===== config.mk =====
export PLATFORM = sky130hd
export DESIGN_NAME = insn_seq_ctrl
export DESIGN_NICKNAME = d
export VERILOG_FILES = /design/src/rtl/insn_seq_ctrl.sv
export SDC_FILE = /design/constraint.sdc
export NUM_CORES = 1
export LEC_CHECK = 0
export CORE_MARGIN = 8
export CORE_UTILIZATION = 45
export CTS_BUF_LIST = sky130_fd_sc_hd__clkbuf_16
export DETAILED_ROUTE_END_ITERATION = 7
export MAX_ROUTING_LAYER = met4
export PLACE_DENSITY = 0.74
export SLEW_MARGIN = 20
export SYNTH_ARGS = -nofsm -noshare
export SYNTH_HDL_FRONTEND = slang
export SYNTH_SLANG_ARGS = --single-unit

===== constraint.sdc =====
create_clock -name clk -period 2.6 [get_ports clk]
set_input_delay 0.52 -clock clk [delete_from_list [all_inputs] [get_ports clk]]
set_output_delay 0.52 -clock clk [all_outputs]
set_load 0.01 [all_outputs]

===== src/rtl/insn_seq_ctrl.sv =====
// rtl/insn_seq_ctrl.sv - instruction-fetch sequencer: sequential fetch, jump redirect with flush, halt/resume
//
// Ports:
//   clk            clock, rising edge
//   rst            asynchronous active-low reset
//   stall_i        fetcher cannot accept an address this cycle (holds the increment in RUN only)
//   jump_valid_i   taken jump pulse from execute
//   jump_abs_i     1 = absolute target (JA), 0 = pc-relative (J)
//   jump_pc_i      address of the jump instruction
//   jump_imm_i     absolute target, or signed offset for J
//   halt_i         HLT reached execute, pulse
//   resume_i       leave HALT
//   addr_o         registered fetch address
//   fetch_valid_o  addr_o is a real fetch request
//   flush_o        kill in-flight decode/execute contents
//   halted_o       controller is in HALT
module insn_seq_ctrl #(
    parameter int                ADDR_W       = 16,
    parameter logic [ADDR_W-1:0] RESET_ADDR   = '0,
    parameter int                FLUSH_CYCLES = 2
) (
    input  logic              clk,
    input  logic              rst,
    input  logic              stall_i,
    input  logic              jump_valid_i,
    input  logic              jump_abs_i,
    input  logic [ADDR_W-1:0] jump_pc_i,
    input  logic [ADDR_W-1:0] jump_imm_i,
    input  logic              halt_i,
    input  logic              resume_i,
    output logic [ADDR_W-1:0] addr_o,
    output logic              fetch_valid_o,
    output logic              flush_o,
    output logic              halted_o
);

    typedef enum logic [1:0] {
        ST_RUN   = 2'd0,
        ST_FLUSH = 2'd1,
        ST_HALT  = 2'd2
    } state_t;

    // Counter holds the number of FLUSH cycles still to go after the current one.
    localparam logic [3:0] FLUSH_LOAD = 4'(FLUSH_CYCLES - 1);
    localparam logic [ADDR_W-1:0] ADDR_ONE = {{(ADDR_W-1){1'b0}}, 1'b1};

    state_t            state, state_nx;
    logic [3:0]        cnt, cnt_nx;
    logic [ADDR_W-1:0] addr_nx;
    logic [ADDR_W-1:0] target;

    // Relative add wraps naturally at ADDR_W bits; a negative offset is just its two's complement.
    assign target = jump_abs_i ? jump_imm_i : (jump_pc_i + jump_imm_i);

    always_comb begin
        state_nx = state;
        cnt_nx   = cnt;
        addr_nx  = addr_o;
        unique case (state)
            ST_RUN, ST_FLUSH: begin
                if (halt_i) begin
                    // Halt wins over a same-cycle jump; the address freezes where it is.
                    state_nx = ST_HALT;
                end else if (jump_valid_i) begin
                    state_nx = ST_FLUSH;
                    addr_nx  = target;
                    cnt_nx   = FLUSH_LOAD;
                end else if (state == ST_RUN) begin
                    if (!stall_i) begin
                        addr_nx = addr_o + ADDR_ONE;
                    end
                end else if (cnt == 4'd0) begin
                    // Leave FLUSH without incrementing so the target itself is fetched first.
                    state_nx = ST_RUN;
                end else begin
                    cnt_nx = cnt - 4'd1;
                end
            end
            ST_HALT: begin
                if (resume_i) begin
                    state_nx = ST_RUN;
                end
            end
            default: begin
                state_nx = ST_RUN;
                cnt_nx   = 4'd0;
            end
        endcase
    end

    always_ff @(posedge clk or negedge rst) begin
        if (!rst) begin
            state         <= ST_RUN;
            cnt           <= 4'd0;
            addr_o        <= RESET_ADDR;
            fetch_valid_o <= 1'b1;
            flush_o       <= 1'b0;
            halted_o      <= 1'b0;
        end else begin
            state         <= state_nx;
            cnt           <= cnt_nx;
            addr_o        <= addr_nx;
            fetch_valid_o <= (state_nx == ST_RUN);
            flush_o       <= (state_nx == ST_FLUSH);
            halted_o      <= (state_nx == ST_HALT);
        end
    end

endmodule


==> impl_results.md <==
* Core Util, Final at around 64%
* Post-DRT Antenna Nets at 0
* Average wire per cell in the routed design at 15.0 um
* Gr ovfl total at 0
* Worst setup EP type: register
* Switching power total at about 0.57 mW
* IO Port Bufs at 57
* Pleak at about 1.3 nW
* Antenna violations before repair at 0
* Largest family of logic cells by synthesized area: compound AO/OA/AOI/OAI gates
* Hold depth at 2
* Distinct cells, synth at about 50
* Largest net degree at the start of global routing at 26
* Die area at ~7600 um2
* Hold/Removal Path Class: reg -> reg
* Total global-route track usage at 17.8%
* WP data arrival at around 2.6 ns
* Initial Utilization at 45.5%
* Worst setup margin at 0.105 ns
* Most frequent cells after synthesis: 27 x a21oi_1, 24 x dfrtp_1, 24 x nand2_1
* CP Class: in -> reg
* CTS H-tree lvls at 1
* Overall power at around 1.6 mW
* Die H at approximately 87 um
* Ant diodes at 0
* Reg power frac at about a third
* Outcome: finished clean
* Total wire length at 6330 um
* Synth Area in Adders at between 10% and 20%
* Req. time, crit path at roughly 2.7 ns
* CP max FO at 3
* Clock Sinks at 25
* Sequential fraction of the synthesis area at between 20 and 30%
* Number of synthesized flops with an enable pin at 0
* Clock buffer count from CTS at 3
* Syn Area/Cell at 8.35 um2
* Post-synthesis mux area share at 7.85%
* Top-level I/O count at 58
* Clock Latency Late Sink at approximately 0.26 ns
* Met1 Wirelength at 2850 um
* Root Driver: clkbuf_16
* Switching Share at 34.7%
* Top Layer Used: met4
* Filler cell count at around 450
* Worst slack at placement at -0.428 ns
* Std cell rows at 26
* Clock share of power at 21.2%
* Combinational share of power at approximately 44%
* Final period util at a little over nine tenths
* Placer Congestion at just under 0.9
* Slew margin rel. at 71.0%
* Power density cells at 511 nW/um2
* Cts hold-fix bufs at 0
* Internal power at around 1.1 mW
* IR drop worst, VDD at 0.258 mV
* Syn nets at around 330
* CTS tree: built
* FFs w/ async S/R, synth at 100%
* Initial DRC count at between 150 and 200
* Synth area leaders: dfrtp_1 27%, ha_1 10%, a21oi_1 6.0%
* Via count at between 2,000 and 2,500
* Final Hold Slack at 0.526 ns
* Post-synthesis simple-gate area fraction at a little over a fifth
* Minimum clock period at around 2.5 ns
* Detailed placement HPWL at between 5000 and 6000 um
* Count leader, synth: a21oi_1
* Post-Syn Area at ~2300 um2
* Worst-path clk slew at roughly 0.070 ns
* Fraction of layout cells with a size suffix above 1 at 14.0%
* Startpoint types: input pin
* Fin. max-slew vios at 0
* Post-synthesis sequential element count at 25
* Metal2 WL at 3210 um
* RSZ-0062 raised after global routing: true
* Fin Setup TNS at 0 ns
* Share of the synthesized area in the top cell type at 26.5%
* Synthesis-to-finish area growth at 41.0%
* Metal3 WL at ~230 um
* DRC Markers at 0
* Setup Buffers After CTS at 0
* Vias per cell at roughly 5.6
* Placeable Area at about 5000 um2
* Post-synthesis xor/xnor area fraction at 3.87%
* Drt first pass iters at 4
* Die Wd at approximately 87 um
* Worst Tran Pin Value at 0.436 ns
* Final setup vio count at 0
* Clock buffer depth at 2
* First-pass GRT wire length at between 10,000 and 15,000 um
* Clock Skew at between 0.005 and 0.006 ns
* Reg2Reg Depth at 7
* Number of max-cap violations at 0
* F_max at 401 MHz
* Nets at a little over 400
* Area leader, netlist: dfrtp_1
* Synth Flop Type: dfrtp_1
* YS warnings at 0
* Vias in the first global route at roughly 2,300
* Final hold violation count at 0
* Synthesized instance count at around 270
* Synth Area in Compound Gates at between 20% and 30%
-- registers in the layout, indices dropped and copies added (netlist names) --
signal / cells
fetch_valid_o: 1
state: 2
cnt: 4
halted_o: 1
flush_o: 1
addr_o: 16
-- cells by family (layout without fill, tap and decap cells) --
kind of cell,after synthesis,after routing
AOI/OAI and AO/OA,88,88
xor gates and xnor gates,10,10
adders and majority gates,19,19
buffers and inverters,17,97
DFF,25,25
muxes,17,17
and+or+nand+nor,95,95
-- layout make-up --
class | count | area, um2 | share of cell area (%)
tap | 70 | 87.6 | 2.75
clock inverter | 1 | 5.00 | 0.157
multi-input combinational | 229 | 1580 | 49.5
timing repair buffer | 87 | 796 | 24.9
sequential | 25 | 627 | 19.6
clock buffer | 3 | 75.1 | 2.35
inverter | 6 | 22.5 | 0.706
-- layer usage --
metal | vias up | GRT usage, %
met3 | 5 | 1.60
met1 | 1111 | 22.6
met5 | - | -
met4 | 0 | 4.23
li1 | 1198 | -
met2 | 58 | 29.8
-- timing repair --
action | 4_1_cts | 5_1_grt
pin swaps | 1 | 3
gates resized for setup | 3 | 2
endpoints found under the setup margin | 3 | 5
-- cells in the final DEF, fill, tap and decap left out, types with 5 or more instances in the layout --
cell type        netlist  routed
a21oi_1               27      26
o21ai_0               16      16
dfrtp_1               24      24
o221ai_1               6       6
nor2_1                22      22
nor3_1                12      12
inv_1                  6       6
buf_4                  0      30
clkdlybuf4s50_1        0      57
nand3_1                9       9
mux2_2                 6       6
xnor2_1                6       6
ha_1                  18      18
a221oi_1               6       5
mux2i_1               11      11
nand2_1               24      24
-- path summary, 6_finish.rpt --
kind	end	slack (ns)	from
min in group asynchronous	addr_o[1]	0.62	rst
max	addr_o[10]	0.10	jump_pc_i[0]
max in group asynchronous	fetch_valid_o	1.68	rst
max reg2reg	addr_o[12]	0.59	addr_o[0]
min reg2reg	cnt[0]	0.53	cnt[0]
min	cnt[0]	0.53	cnt[0]
-- power groups by stage --
stage	Combinational [mW]	Clock, mW	Sequential, mW
2_1_floorplan	0.373	0	0.580
3_3_place_gp	0.690	0	0.575
3_5_place_dp	0.702	0	0.580
4_1_cts	0.714	0.348	0.573
5_1_grt	0.787	0.367	0.590
6_report	0.711	0.346	0.573
-- through the flow --
stage	cells	cell area [um2]
global placement	417	3090
CTS	421	3180
global route	421	3190
floorplan	271	2260
finish	421	3190
detailed placement	417	3090
-- worst max-delay path, stage by stage --
cell             delay (ns)
clkdlybuf4s50_1        0.41
ha_1                   0.24
fa_2                   0.36
a211oi_2               0.23
o21bai_2               0.12
a221oi_2               0.32
buf_4                  0.17
xor2_1                 0.14
o221ai_1               0.11
No activity file was read; power rests on OpenSTA's default activity.
